===== config.mk =====
export PLATFORM = sky130hd
export DESIGN_NAME = uart_loader
export DESIGN_NICKNAME = d
export VERILOG_FILES = /design/src/rtl/uart_loader.sv
export SDC_FILE = /design/constraint.sdc
export NUM_CORES = 1
export LEC_CHECK = 0
export BUFFER_PORTS_ARGS = -buffer_cell sky130_fd_sc_hd__buf_4
export CORE_MARGIN = 8
export CORE_UTILIZATION = 45
export CTS_CLUSTER_SIZE = 28
export DETAILED_ROUTE_END_ITERATION = 12
export GPL_ROUTABILITY_DRIVEN = 0
export PLACE_DENSITY_LB_ADDON = 0.2
export SYNTH_ARGS = -nofsm -noshare
export SYNTH_HDL_FRONTEND = slang
export SYNTH_SLANG_ARGS = --single-unit

===== constraint.sdc =====
create_clock -name clk -period 2.7 [get_ports clk]
set_input_delay 0.135 -clock clk [delete_from_list [all_inputs] [get_ports clk]]
set_output_delay 0.135 -clock clk [all_outputs]
set_load 0.05 [all_outputs]

===== src/rtl/uart_loader.sv =====
// Boot-time loader: pulls a word-count header plus little-endian words from uart_unit
// and writes them into instruction memory. Optional LOADER_ECHO_EN sends an ack/error byte.
module uart_loader #(
  parameter int unsigned ADDR_W = 12
) (
  input  logic              clk,
  input  logic              rstn,
  input  logic              start,
  output logic              busy,
  output logic              load_done,
  output logic              load_err,
  output logic              uart_go,
  output logic              rors,
  input  logic              uart_done,
  input  logic [7:0]        rxdata,
  output logic [7:0]        txdata,
  output logic              imem_we,
  output logic [ADDR_W-1:0] imem_addr,
  output logic [31:0]       imem_wdata
);

  typedef enum logic [3:0] {
    StIdle, StHdrReq, StHdrWait, StDatReq, StDatWait, StWrite, StFin,
    StAckReq, StAckWait, StDone, StErr, StErrReq, StErrWait
  } state_e;

  // One past the last word address; N equal to this fills memory exactly.
  localparam logic [32:0] Cap = 33'd1 << ADDR_W;

  state_e          state;
  logic [1:0]      byte_idx;
  logic [ADDR_W:0] word_cnt;
  logic [31:0]     hdr;
  logic [23:0]     word;
  logic [31:0]     hdr_full;
  logic [32:0]     cnt_next;

  assign hdr_full = {rxdata, hdr[23:0]};
  assign cnt_next = 33'(word_cnt) + 33'd1;

  always_ff @(posedge clk or negedge rstn) begin
    if (!rstn) begin
      state      <= StIdle;
      byte_idx   <= '0;
      word_cnt   <= '0;
      hdr        <= '0;
      word       <= '0;
      busy       <= 1'b0;
      load_done  <= 1'b0;
      load_err   <= 1'b0;
      uart_go    <= 1'b0;
      rors       <= 1'b1;
      txdata     <= '0;
      imem_we    <= 1'b0;
      imem_addr  <= '0;
      imem_wdata <= '0;
    end else begin
      uart_go <= 1'b0;
      imem_we <= 1'b0;
      case (state)
        StIdle, StDone, StErr: begin
          if (start) begin
            byte_idx  <= '0;
            word_cnt  <= '0;
            load_done <= 1'b0;
            load_err  <= 1'b0;
            busy      <= 1'b1;
            uart_go   <= 1'b1;
            rors      <= 1'b1;
            state     <= StHdrReq;
          end
        end
        StHdrReq: state <= StHdrWait;
        StHdrWait: begin
          if (uart_done) begin
            hdr[{byte_idx, 3'b000} +: 8] <= rxdata;
            byte_idx <= byte_idx + 2'd1;
            if (byte_idx != 2'd3) begin
              uart_go <= 1'b1;
              state   <= StHdrReq;
            end else if ({1'b0, hdr_full} > Cap) begin
              load_err <= 1'b1;
              busy     <= 1'b0;
`ifdef LOADER_ECHO_EN
              uart_go  <= 1'b1;
              rors     <= 1'b0;
              txdata   <= 8'hEE;
              state    <= StErrReq;
`else
              state    <= StErr;
`endif
            end else if (hdr_full == 32'd0) begin
              state <= StFin;
            end else begin
              uart_go <= 1'b1;
              state   <= StDatReq;
            end
          end
        end
        StDatReq: state <= StDatWait;
        StDatWait: begin
          if (uart_done) begin
            byte_idx <= byte_idx + 2'd1;
            case (byte_idx)
              2'd0:    word[7:0]   <= rxdata;
              2'd1:    word[15:8]  <= rxdata;
              2'd2:    word[23:16] <= rxdata;
              default: ;
            endcase
            if (byte_idx != 2'd3) begin
              uart_go <= 1'b1;
              state   <= StDatReq;
            end else begin
              imem_we    <= 1'b1;
              imem_addr  <= word_cnt[ADDR_W-1:0];
              imem_wdata <= {rxdata, word};
              state      <= StWrite;
            end
          end
        end
        StWrite: begin
          word_cnt <= word_cnt + 1'b1;
          if (cnt_next == {1'b0, hdr}) begin
            state <= StFin;
          end else begin
            uart_go <= 1'b1;
            state   <= StDatReq;
          end
        end
        StFin: begin
`ifdef LOADER_ECHO_EN
          uart_go <= 1'b1;
          rors    <= 1'b0;
          txdata  <= 8'hAA;
          state   <= StAckReq;
`else
          load_done <= 1'b1;
          busy      <= 1'b0;
          state     <= StDone;
`endif
        end
`ifdef LOADER_ECHO_EN
        StAckReq: state <= StAckWait;
        StAckWait: begin
          if (uart_done) begin
            load_done <= 1'b1;
            busy      <= 1'b0;
            rors      <= 1'b1;
            state     <= StDone;
          end
        end
        StErrReq: state <= StErrWait;
        StErrWait: begin
          if (uart_done) begin
            rors  <= 1'b1;
            state <= StErr;
          end
        end
`endif
        default: state <= StIdle;
      endcase
    end
  end

endmodule


# After elaboration in Yosys (flattened, before gate mapping)
# Cells that the tools add are included.
# totals
register_bits,124
out_inout_bits,58
input_bits,12
# op_classes
add_sub_neg,4
n_bitwise,1
shift,2
n_eq_ne,18
n_mux,38
n_reduce_logical,21
order_cmp,1
# op_table
cell,count
$bwmux 32,1
$eq 14x32->1,1
$gt 32x13->1 const B,1
$logic_not 32->1,1
$shift 8x7->32 const A,1
$shiftx 8x7->32,1
$pmux 4 s7,1
$pmux 13 s2,1
$mux 4,5
$mux 1,19
$reduce_and 3->1,6
$add 13x1->14 const B,1
$add 13x1->13 const B,1
$mux 13,1
$eq 4x3->1 const B,3
$ne 2x2->1 const B,6
$reduce_and 5->1,2
$mux 3,3
$eq 4x2->1 const B,2
$eq 4x4->1 const B,2
$reduce_bool 2->1,4
$neg 5->7,1
$reduce_and 2->1,3
$eq 4x1->1 const B,1
other kinds (15),17

# Longest topological paths before layout
# depth
depth_word,6
depth_mapped,8
depth_no_buf,7

# Worst setup path before layout
# OpenSTA, ideal clock, no wires.
# synth_timing
path_type,register to register
start,register word_cnt[0]
end,register state[0]
path_stages_with_launch,9
setup_slack_ps,511
setup_ps,138
synth_period_minus_slack_ps,2189
t_arrival_ps,2051
path_cell_list,dfrtp_1 -> ha_1 -> and4_4 -> buf_6 -> and4_1 -> or3_1 -> a21o_1 -> a2111oi_4 -> o211ai_1
# synth_between
elab_chain_cells,4
# synth_rtl
item,line_no,rtl
"start, declared",32,logic [ADDR_W:0] word_cnt;
"start signal, assigned",122,word_cnt <= word_cnt + 1'b1;
$add 13x1->14,39,assign cnt_next = 33'(word_cnt) + 33'd1;
$eq 14x32->1,123,"if (cnt_next == {1'b0, hdr}) begin"
$mux 3,123,
$pmux 4 s7,60,case (state)
"end signal, assigned",43,state <= StIdle;
"end signal, assigned",124,state <= StFin;
"end signal, assigned",127,state <= StDatReq;
"end, declared",30,state_e state;
# No other way between the ends.
# A chain may end at the register's enable or synchronous reset.

# Worst setup path in the final report
# layout_timing
start,register word_cnt[0]
end,register uart_go
# layout_between
elab_chain_cells,4
# layout_rtl
item,line_no,rtl
$add 13x1->14,39,
$eq 14x32->1,123,
$mux 1,123,
$pmux 1 s4,60,
"end signal, assigned",58,uart_go <= 1'b0;
"end signal, assigned",68,uart_go <= 1'b1;
"end signal, assigned",126,uart_go <= 1'b1;
"end, declared",12,"output logic uart_go,"
# No other way between the ends.

==> flow_metrics.py <==
metrics = {
    "run_status": {
        "status": "finished clean",
    },
    "sta": {
        "slew_viol_final": 0,
        "relSlewSlack_pct": 55.6,
        "hold_viol": 0,
        "clock.fmax_mhz": 431,
        "rsz0062_at_grt": "no",
        "finClkSkew_ns": 0.00917,
        "finalSetupViolCount": 0,
        "fin_crit_ns": 2.32,
        "tightestPinTransition_ns": 0.666,
        "post-route-period-util_pct": 86.0,
        "fin_tns_setup_ns": 0,
        "holdWs_ns": 0.0216,
    },
    "grt": {
        "met1_usage_pct": 19.2,
        "grt_overflow": 0,
        "grt_pass1_wl_um": 22700,
        "grt_max_degree": 52,
        "antenna_found_initial": 0,
        "grt-busiest-layer": "met2",
        "grt_pass1_vias": 4522,
        "grt_use_met2_pct": 26.5,
        "track_usage_pct": 16.1,
        "met3_usage_pct": 5.72,
    },
    "synth": {
        "yosys.cell_types.count": 58,
        "synth_ff_type": "dfrtp_1",
        "synth_seq_area_share_pct": 51.8,
        "ys_warn_count": 8,
        "synth_common_cells": "dfrtp_1 (124), nand2_1 (92), mux2_2 (66), o21ai_0 (59), nor2_1 (26)",
        "syn_avg_cell_area_um2": 10.5,
        "synth_top_cell_area_share_pct": 51.8,
        "synth_most_common_cell": "dfrtp_1",
        "synth_compound_gate_area_share_pct": 11.1,
        "syn_area_um2": 5990,
        "syn-instance-count": 573,
        "synth-simple-area-share_pct": 14.7,
        "ys_ff_latch": 124,
        "synth_edf_count": 0,
        "synth_area_leaders": "dfrtp_1 (52%), mux2_2 (12%), nand2_1 (5.8%)",
        "synth_top_family_by_area": "simple AND/OR/NAND/NOR gates",
        "synth_xor_area_share_pct": 2.63,
        "synth_top_area_cell": "dfrtp_1",
        "async_reset_ff_share_pct": 100,
        "muxShareOfSynthArea_pct": 12.7,
        "yosys.area_share.adder_pct": 1.88,
    },
    "floorplan": {
        "pin_count": 70,
        "core_area_um2": 13100,
        "initial_core_util_pct": 45.6,
        "die_area_um2": 17300,
        "die_y_um": 131,
        "rows": 42,
        "die_x_um": 131,
    },
    "layout": {
        "num_antenna_cells": 0,
        "drive_gt1_share_pct": 28.6,
        "area_growth_pct": 19.9,
        "nets": 651,
    },
    "clock_network": {
        "clkTransAtPathRegs_ns": 0.05,
        "clockBufferDepth": 2,
        "clkLatencyLatePin_ns": 0.42,
        "cts_resized": 0,
        "cts-root-buf": "clkbuf_16",
        "numCtsBuffers": 17,
        "numClockSinks": 124,
        "cts_tree": "yes",
        "clock_tree.htree_level_count": 4,
    },
    "drt": {
        "routed_via_density": 5.45,
        "vias": 4466,
        "detail-route-antenna-nets": 0,
        "dr.pass1.iters": 4,
        "totalWireLength_um": 13600,
        "dr.first_iter.drc_count": 388,
        "wl_per_cell_um": 16.6,
        "drcViolationCount": 0,
    },
    "setup_path": {
        "path_max_fanout": 9,
        "arrival_ns": 2.60,
        "worstSetupPathType": "reg2reg",
        "startpoint_type": "flop",
        "worstPathRequired_ns": 2.97,
        "endpoint_kind": "flop",
        "rrSetupSlack_ns": 0.38,
    },
    "worst_hold_path": {
        "hp-class": "in2reg",
    },
    "placed_design": {
        "port_buffers": 60,
        "dp_hpwl_um": 9230,
    },
    "power": {
        "p_leak_nw": 3.44,
        "powerDensity_nw_per_um2": 877,
        "ir_drop_mv": 0.526,
    },
    "run": {
        "max_cap_violations": 0,
    },
}
-- worst paths after layout --
check,startpoint,end,cells after the start
max,word_cnt[0],uart_go,7
min,start,state[3],4
max reg2reg,word_cnt[0],uart_go,7
min reg2reg,imem_addr[11],imem_addr[11],2
max in group asynchronous,rstn,word_cnt[1],3
min in group asynchronous,rstn,imem_wdata[6],2
-- where the power goes --
group | total, mW | switching [mW] | internal, mW
Sequential | 2.39 | 0.253 | 2.14
Combinational | 1.61 | 0.952 | 0.657
Clock | 2.30 | 0.817 | 1.48
Total | 6.30 | 2.02 | 4.28
-- what timing repair did --
action,4_1_cts,5_1_grt
buffers inserted,0,0
hold buffers,1,0
endpoints found under the hold margin,49,0
-- layout make-up --
type | count | area [µm²]
clock inverter | 9 | 110
fill | 1144 | 5950
sequential | 124 | 3100
inverter | 9 | 33.8
clock buffer | 23 | 498
tap | 176 | 220
timing repair buffer | 78 | 601
multi-input combinational | 400 | 2620
-- critical path, cell delays in order, from the launching register on --
cell and delay, ns:
dfrtp_1 0.43, ha_1 0.29, and4_4 0.31, a31oi_1 0.11, or3_1 0.36, a21o_1 0.21
a2111oi_4 0.36, a21oi_1 0.12
-- state kept, by name, indices dropped and copies added, names as in the netlist, 2 cells and up --
register	count
byte_idx	2
hdr	32
imem_addr	12
imem_wdata	32
state	4
word	24
word_cnt	13
-- routing by layer --
layer  vias up  routed length [µm]  share of wire, %
met2       146                6580                49
met4         0                 170               1.3
met3        17                 814               6.0
li1       2110                   -                 -
met5         -                   0                 0
met1      2193                5990                44
-- placed cells by master, fill, tap and decap left out, drive strengths merged, types with 4 or more instances in the layout --
| master | synthesis | routed |
|---|---|---|
| dfrtp | 124 | 124 |
| nand2 | 92 | 92 |
| buf | 27 | 77 |
| o21ai | 67 | 67 |
| mux2 | 66 | 66 |
| nor2 | 26 | 26 |
| clkbuf | 20 | 23 |
| nor3 | 13 | 13 |
| xor2 | 10 | 10 |
| nand3 | 10 | 10 |
| inv | 9 | 9 |
| nor4 | 9 | 9 |
| a21oi | 9 | 9 |
| ha | 9 | 9 |
| conb | 2 | 9 |
| nand4 | 8 | 8 |
| xnor2 | 8 | 8 |
| o41ai | 5 | 5 |
| nor3b | 5 | 5 |
| a31oi | 4 | 4 |
| nand2b | 4 | 4 |
| clkinv | 0 | 4 |
-- cell families after synthesis --
family          count (synthesis)
flops                         124
compound gates                109
mux                            68
xor+xnor                       18
other cells                     2
buf+inv                        56
simple gates                  187
fa+ha+maj                       9
-- per-stage QoR --
stage	power, mW	instance area, µm²	instances	worst slack (ns)	util [%]
2_1_floorplan	3.54	6020	580	0.511	-
3_3_place_gp	3.96	6570	786	0.430	50.0
3_5_place_dp	4.02	6570	786	0.388	50.0
4_1_cts	6.34	7180	819	0.374	54.7
5_1_grt	6.65	7180	819	0.157	54.7
6_report	6.30	7180	819	0.379	54.7
(Power assumes the default switching activity.)
